**config.mk**
```make
export PLATFORM = sky130hd
export DESIGN_NAME = md5_result_check
export DESIGN_NICKNAME = d
export VERILOG_FILES = /design/src/rtl/md5_result_check.sv
export SDC_FILE = /design/constraint.sdc
export NUM_CORES = 1
export LEC_CHECK = 0
export BUFFER_PORTS_ARGS = -buffer_cell sky130_fd_sc_hd__buf_4
export CORE_ASPECT_RATIO = 0.75
export CORE_MARGIN = 8
export CORE_UTILIZATION = 57
export CTS_CLUSTER_DIAMETER = 80
export CTS_CLUSTER_SIZE = 28
export DETAILED_ROUTE_END_ITERATION = 10
export HOLD_SLACK_MARGIN = 0.15
export PLACE_DENSITY = 0.81
export SLEW_MARGIN = 20
export SYNTH_ARGS = -nofsm -noshare
export SYNTH_HDL_FRONTEND = slang
export SYNTH_SLANG_ARGS = --single-unit
export TNS_END_PERCENT = 5
```
**constraint.sdc**
```tcl
create_clock -name clk_12mhz -period 3.15 [get_ports clk_12mhz]
set_input_delay 0.1575 -clock clk_12mhz [delete_from_list [all_inputs] [get_ports clk_12mhz]]
set_output_delay 0.1575 -clock clk_12mhz [all_outputs]
set_load 0.005 [all_outputs]
```
**src/rtl/md5_result_check.sv**
```systemverilog
// rtl/md5_result_check.sv - MD5 digest finalisation, target compare and first-match capture
//
// Adds the MD5 initial values to the last hash_op stage outputs, compares the
// digest with a byte-serially loaded 128-bit target, and holds the first
// matching message for the host until acknowledged.
//
// Ports:
//   clk_12mhz             system clock, rising edge
//   reset                 synchronous, active-high
//   en                    pipeline enable (stages hold when low)
//   load_start            restart target loading
//   target_wr/target_byte digest byte strobe, printed hex-string order
//   a_in..d_in, m_in      final hash state and candidate message
//   valid_in              a_in..m_in valid
//   armed                 target loaded, comparing
//   match/match_msg       first captured match, held until match_ack
//   match_ack             host release of match
//   multi_match           sticky: another hit arrived while match was held
//   hash_count            digests compared while armed
module md5_result_check #(
  parameter logic [31:0] IV_A     = 32'h67452301,
  parameter logic [31:0] IV_B     = 32'hefcdab89,
  parameter logic [31:0] IV_C     = 32'h98badcfe,
  parameter logic [31:0] IV_D     = 32'h10325476,
  parameter int          MSG_BITS = 152
) (
  input  logic                clk_12mhz,
  input  logic                reset,
  input  logic                en,
  input  logic                load_start,
  input  logic                target_wr,
  input  logic [7:0]          target_byte,
  input  logic [31:0]         a_in,
  input  logic [31:0]         b_in,
  input  logic [31:0]         c_in,
  input  logic [31:0]         d_in,
  input  logic [MSG_BITS-1:0] m_in,
  input  logic                valid_in,
  output logic                armed,
  output logic                match,
  output logic [MSG_BITS-1:0] match_msg,
  input  logic                match_ack,
  output logic                multi_match,
  output logic [31:0]         hash_count
);

  typedef enum logic [1:0] {ST_LOAD, ST_ARMED, ST_MATCHED} state_t;

  state_t              state;
  logic [7:0]          tgt [16];
  logic [3:0]          idx;
  logic [127:0]        target;

  logic [31:0]         sum_a, sum_b, sum_c, sum_d;
  logic [MSG_BITS-1:0] msg1, msg2;
  logic                valid1, valid2, hit2;
  logic                ev_valid, ev_hit;

  // Each digest word is little-endian: the first printed byte of a word is
  // its least significant byte.
  assign target = {tgt[3],  tgt[2],  tgt[1],  tgt[0],
                   tgt[7],  tgt[6],  tgt[5],  tgt[4],
                   tgt[11], tgt[10], tgt[9],  tgt[8],
                   tgt[15], tgt[14], tgt[13], tgt[12]};

  // Stage 2 only hands a result to the FSM on an enabled edge, so a result
  // held while en is low is consumed exactly once.
  assign ev_valid = en & valid2;
  assign ev_hit   = en & hit2;

  always_ff @(posedge clk_12mhz) begin
    if (reset) begin
      sum_a  <= '0;
      sum_b  <= '0;
      sum_c  <= '0;
      sum_d  <= '0;
      msg1   <= '0;
      msg2   <= '0;
      valid1 <= 1'b0;
      valid2 <= 1'b0;
      hit2   <= 1'b0;
    end else if (en) begin
      sum_a  <= a_in + IV_A;
      sum_b  <= b_in + IV_B;
      sum_c  <= c_in + IV_C;
      sum_d  <= d_in + IV_D;
      msg1   <= m_in;
      valid1 <= valid_in;
      hit2   <= valid1 && ({sum_a, sum_b, sum_c, sum_d} == target);
      msg2   <= msg1;
      valid2 <= valid1;
    end
  end

  always_ff @(posedge clk_12mhz) begin
    if (reset) begin
      state       <= ST_LOAD;
      idx         <= '0;
      armed       <= 1'b0;
      match       <= 1'b0;
      match_msg   <= '0;
      multi_match <= 1'b0;
      hash_count  <= '0;
      for (int i = 0; i < 16; i++) tgt[i] <= '0;
    end else if (load_start) begin
      state       <= ST_LOAD;
      idx         <= '0;
      armed       <= 1'b0;
      match       <= 1'b0;
      multi_match <= 1'b0;
      hash_count  <= '0;
    end else begin
      case (state)
        ST_LOAD: begin
          if (target_wr) begin
            tgt[idx] <= target_byte;
            if (idx == 4'd15) begin
              idx   <= '0;
              state <= ST_ARMED;
              armed <= 1'b1;
            end else begin
              idx <= idx + 4'd1;
            end
          end
        end
        ST_ARMED: begin
          if (ev_valid) hash_count <= hash_count + 32'd1;
          if (ev_hit) begin
            match     <= 1'b1;
            match_msg <= msg2;
            state     <= ST_MATCHED;
          end
        end
        ST_MATCHED: begin
          if (ev_valid) hash_count <= hash_count + 32'd1;
          // A hit here is never captured, even alongside an ack, so the
          // held message cannot be silently replaced.
          if (ev_hit) multi_match <= 1'b1;
          if (match_ack) begin
            match <= 1'b0;
            state <= ST_ARMED;
          end
        end
        default: begin
          state <= ST_LOAD;
          armed <= 1'b0;
        end
      endcase
    end
  end

endmodule

```
* Yosys cells after proc, flatten, opt, wreduce, memory -nomap -nowiden *
Memory sizes are Yosys's and may differ from the RTL's.
Index checks and enable logic that the tools add are counted.
W data, S select, Z words.

operators by class
  add/subtract/negate cells = 6
  $mul = 0
  divide/modulo/power cells = 0
  magnitude comparators = 0
  equality and inequality tests = 8
  shift-type cells = 0
  muxes and demuxes = 22
  bitwise gates (word level) = 4
  reductions and logical operators = 13

operator list
  kind                      number
  $eq A128 B128 Y1          1
  $add A32 B32 Y32 const B  2
  $add A32 B1 Y32 const B   1
  $add A32 B29 Y32 const B  1
  $add A32 B31 Y32 const B  1
  $mux W1                   12
  $reduce_and A3 Y1         3
  $mux W2                   4
  $mux W4                   2
  $mux W8                   1
  $ne A2 B2 Y1 const B      4
  $reduce_or A8 Y1          1
  $pmux W2 S3               1
  $reduce_and A2 Y1         3
  $add A4 B1 Y4 const B     1
  $eq A4 B4 Y1 const B      1
  $pmux W1 S2               2
  $reduce_and A4 Y1         1
  $reduce_or A2 Y1          2
  $and A1 B1 Y1             2
  $eq A2 B1 Y1 const B      1
  $eq A2 B2 Y1 const B      1
  $logic_not A2 Y1          1
  $not A1 Y1                2
  other kinds (2)           2

storage, ports and cells
  flip-flop bits (word level) = 628
  latch bits = 0
  memory bits (writable) = 128
  ROM bits = 0
  input bits = 295
  output and inout port bits = 187
  word-level logic and storage cells = 70
  memories kept = 1

memory list
  name  words  width  rd ports  clocked after memory_dff  wr ports  RTL line  source
  tgt   16     8      16        0                         16        50        logic [7:0] tgt [16];

* Longest topological paths before layout *
  depth after elaboration = 7
  gate-level depth with buffers = 10
  mapped depth without buffers = 8

* Least setup slack after synthesis *
No wires, ideal clock.

  path kind = register -> register
  from = reg state[0]
  to = mem tgt[13][0] (enable)
  library setup time = 0.384 ns
  arrival time = 1.940 ns
  required time = 2.766 ns
  slack = 0.826 ns
  cell stages (with the launch flop) = 8
  buffers on the path = 2
  clock period less this slack = 2.324 ns
  path through = dfxtp_1 inv_1 ha_1 clkbuf_1 and2_1 clkbuf_1 nand3_1 o21ai_0

RTL lines
  element                 RTL line  source
  from (decl)             49        state_t state;
  from (signal assigned)  97        state <= ST_LOAD;
  from (signal assigned)  106       state <= ST_LOAD;
  from (signal assigned)  119       state <= ST_ARMED;
  to (decl)               50

* Worst setup path after layout *
  from = in b_in[0]
  to = reg sum_b[26]

on the way
  word-level cells in the longest chain between the ends = 1

RTL lines
  element               RTL line  source
  from (decl)           34        input logic [31:0] b_in,
  $add A32 B32 Y32      84        sum_b <= b_in + IV_B;
  to (signal assigned)  84
  to (decl)             54        logic [31:0] sum_a, sum_b, sum_c, sum_d;

Every way passes these cells.
A chain may end at the register's enable or synchronous reset.

==> impl_results.md <==
- Postcts setup bufs: 0
- EDFF count, synth: 128
- Critical setup path kind: in2reg
- WP data arrival: 3670 ps
- DRC violations left: 0
- Post-Syn Area per Cell: 9.55 um2
- Hold Crit Depth: 3
- Vias per inst: 5.62
- Worst-margin pin slew: 945 ps
- Drt initial violations: 2763
- Ranking of synthesized cells by area: dfxtp_1 (41%), edfxtp_1 (12%), mux2i_1 (11%), nor2_1 (5.7%), nand2_1 (4.8%)
- Synthesis-to-finish area growth: 30.2%
- GPL Wtd Cong: 0.986
- Drt first pass iters: 5
- Int Pwr: 0.0136 W
- # rows: 74
- Most numerous cell in the Yosys netlist: dfxtp_1
- Slack of the critical path: 10.1 ps
- Hold Path Class: in2reg
- Most used cell, CP: dlygate4sd3_1
- Top cell type's share of synthesized area: 0.406
- Fillcell total: 3540
- Area occupied by multi-input gates: 13700 um2
- Post-synthesis mux area share: 0.108
- Library cells used by synthesis: 84
- Slew headroom: 0.370
- Gr usage total: 0.297
- Top_reg_cell synth: dfxtp_1
- # H-tree levels: 2
- CTS buffer count: 36
- Max Buffers Root-to-Sink: 3
- Cell Area, Synth: between 30000 and 40000 um2
- Die Y: 218 um
- PD cells: 451 nW/um2
- Crit-path max FO: 6
- Max Clk Rate: 0.318 GHz
- Die Wd: between 200 and 300 um
- DRT antenna net count: 0
- Sequential share of power: 0.573
- Clock Power Share: 0.299
- Share of layout cells above drive strength 1: 0.150
- Max Cap Violations: 0
- Crit share post-route: 0.997
- DP Worst Slack: 727 ps
- Grt ovf: 0
- Status: complete, no violations
- First-pass GRT wire length: 149000 um
- Setup Viol. Count Final: 0
- Logic gate share of total power: 0.128
- Yosys warnings: 0
- Final HPWL DP: between 60000 and 70000 um
- Vias: 26764
- Overall routed net length: 98100 um
- Starting Density: 0.573
- Register area share after synthesis: 0.530
- CTS root buf: clkbuf_16
- Clk_skew: 24.1 ps
- XOR/XNOR share of the synthesized area: 0.0526
- Post-DR wirelength/cell: around 21 um
- Clk sinks: 756
- IO buf count: 481
- P_sw: approximately 0.0046 W
- Largest family of logic cells by synthesized area: simple AND/OR/NAND/NOR gates
- CP endpoint kind: flip-flop
- Layout net count: 4320
- Data required, critical path: 3680 ps
- Post-Synthesis Cells: between 3000 and 4000
- Reg clk slew, reported paths: 110 ps
- CP Cell Sequence: dlygate4sd3_1, buf_4, ha_1, a21oi_1, o211ai_1, nand3_1, a21oi_2, o21ai_0, dlygate4sd3_1, a311oi_1, dlygate4sd3_1
- Leading area contributor after synthesis: dfxtp_1
- Tmin final: 3140 ps
- IO Count: 482
- Vias in the first global route: approximately 27000
- DP Area: 35300 um2
- Die outline area: 62200 um2
- Synth Register Bits: 756
- Design Area, Final: 40300 um2
- Hold Vio Cnt, Final: 0
- CTS tree: built
- Final Max Slew Viols: 0
- Critical Path Max Stage Delay: 590 ps
- Switching share of total power: 0.254
- Leak: 16.8 nW
- Async S/R FF share, synth: 0
- Register area: 16400 um2
- Simple-gate area share of the yosys netlist: 0.179
- Complex-gate fraction of the synthesized area: 0.0948
- RSZ-0062 raised after global routing: yes
- Initial antenna violation count: 13
- Syn nets: 3553
- Clock Latency Late Sink: between 500 and 600 ps
- Reg2Reg Depth: 8
- Largest net degree at the start of global routing: 198
- Adder-cell area share of the yosys netlist: 0.00484
- CORE AREA: around 54000 um2
- Commonest cells post-synth: dfxtp_1 (628), nor2_1 (468), nand2_1 (399)
- Setup crit start kind: input port
- Maximum vdd drop: 0.000470 V
- Slowest stage cell on the critical path: dlygate4sd3_1
-- logic make-up after synthesis --
logic type / count (synthesis)
buf+inv: 255
flops: 756
simple gates: 1232
compound gates: 469
fa+ha+maj: 12
mux: 336
xor+xnor: 186
-- stage by stage --
step	hold WS, ps	total power, W	util	cells	TNS [ps]
6_report	359	0.0182	0.746	4764	0
2_1_floorplan	257	0.0116	-	3246	0
4_1_cts	272	0.0181	0.744	4750	0
3_5_place_dp	369	0.0124	0.653	4311	0
5_1_grt	350	0.0188	0.746	4761	-204
3_3_place_gp	362	0.0124	0.653	4311	0
-- flip-flops by register name (all words and copies together), names as in the netlist --
name and flops:
armed 1, hash_count 32, hit2 1, idx 4, match 1, match_msg 152, msg1 152, msg2 152
multi_match 1, state 2, sum_a 32, sum_b 32, sum_c 32, sum_d 32, tgt 128, valid1 1
valid2 1
-- area by class of cell --
cell class	count	area share
antenna	14	0.000868
multi-input combinational	2235	0.340
clock buffer	40	0.0232
sequential	756	0.407
inverter	75	0.00698
clock inverter	13	0.00344
tap	722	0.0224
timing repair buffer	909	0.197
-- path summary, 6_finish.rpt --
check                              from                          end  slack, ps
setup / recovery                b_in[0]       sum_b[26]$_SDFFE_PP0P_         10
hold / removal                  a_in[0]        sum_a[0]$_SDFFE_PP0P_        360
setup reg to reg  state[0]$_SDFFE_PP0P_  hash_count[27]$_SDFFE_PP0P_        560
hold reg to reg    msg2[5]$_SDFFE_PP0P_    match_msg[5]$_SDFFE_PP0P_        450
-- metal layers --
| layer | vias to the layer above | share of wire | global-route usage |
|---|---|---|---|
| met4 | 4 | 0.037 | 0.106 |
| met1 | 12762 | 0.40 | 0.383 |
| li1 | 12586 | - | - |
| met5 | - | 0.00027 | 0 |
| met2 | 1200 | 0.47 | 0.491 |
| met3 | 212 | 0.088 | 0.0654 |
-- placed cells by master, fill, tap and decap left out, drive strengths merged, types with 25 or more instances in the layout --
cell type and count:
xnor2 66, buf 523, dfxtp 628, nor4 26
a211oi 55, nand2 399, and2 133, clkbuf 40
xor2 120, inv 85, o21ai 82, edfxtp 128
nand3 40, nand4 25, mux2i 336, a21oi 194
nor3 30, dlygate4sd3 386, nor2 468
-- what timing repair did --
item                                    CTS  global route
hold buffers                            386             0
gates resized for setup                   0            13
hold endpoints to repair                438             0
endpoints found under the setup margin    0            11
-- power groups by stage --
stage	Combinational, W	Sequential (W)	Clock, W
3_5_place_dp	0.00177	0.0106	0
4_1_cts	0.00223	0.0104	0.00550
5_1_grt	0.00247	0.0105	0.00584
2_1_floorplan	0.00106	0.0105	0
6_report	0.00233	0.0104	0.00543
3_3_place_gp	0.00174	0.0106	0
-- critical path, delay by kind of cell --
kind / cells / cell delay, ps
buf+inv: 4 / 1850
fa+ha+maj: 1 / 180
compound gates: 5 / 1270
simple gates: 1 / 210
No activity file was read; power rests on OpenSTA's default activity.
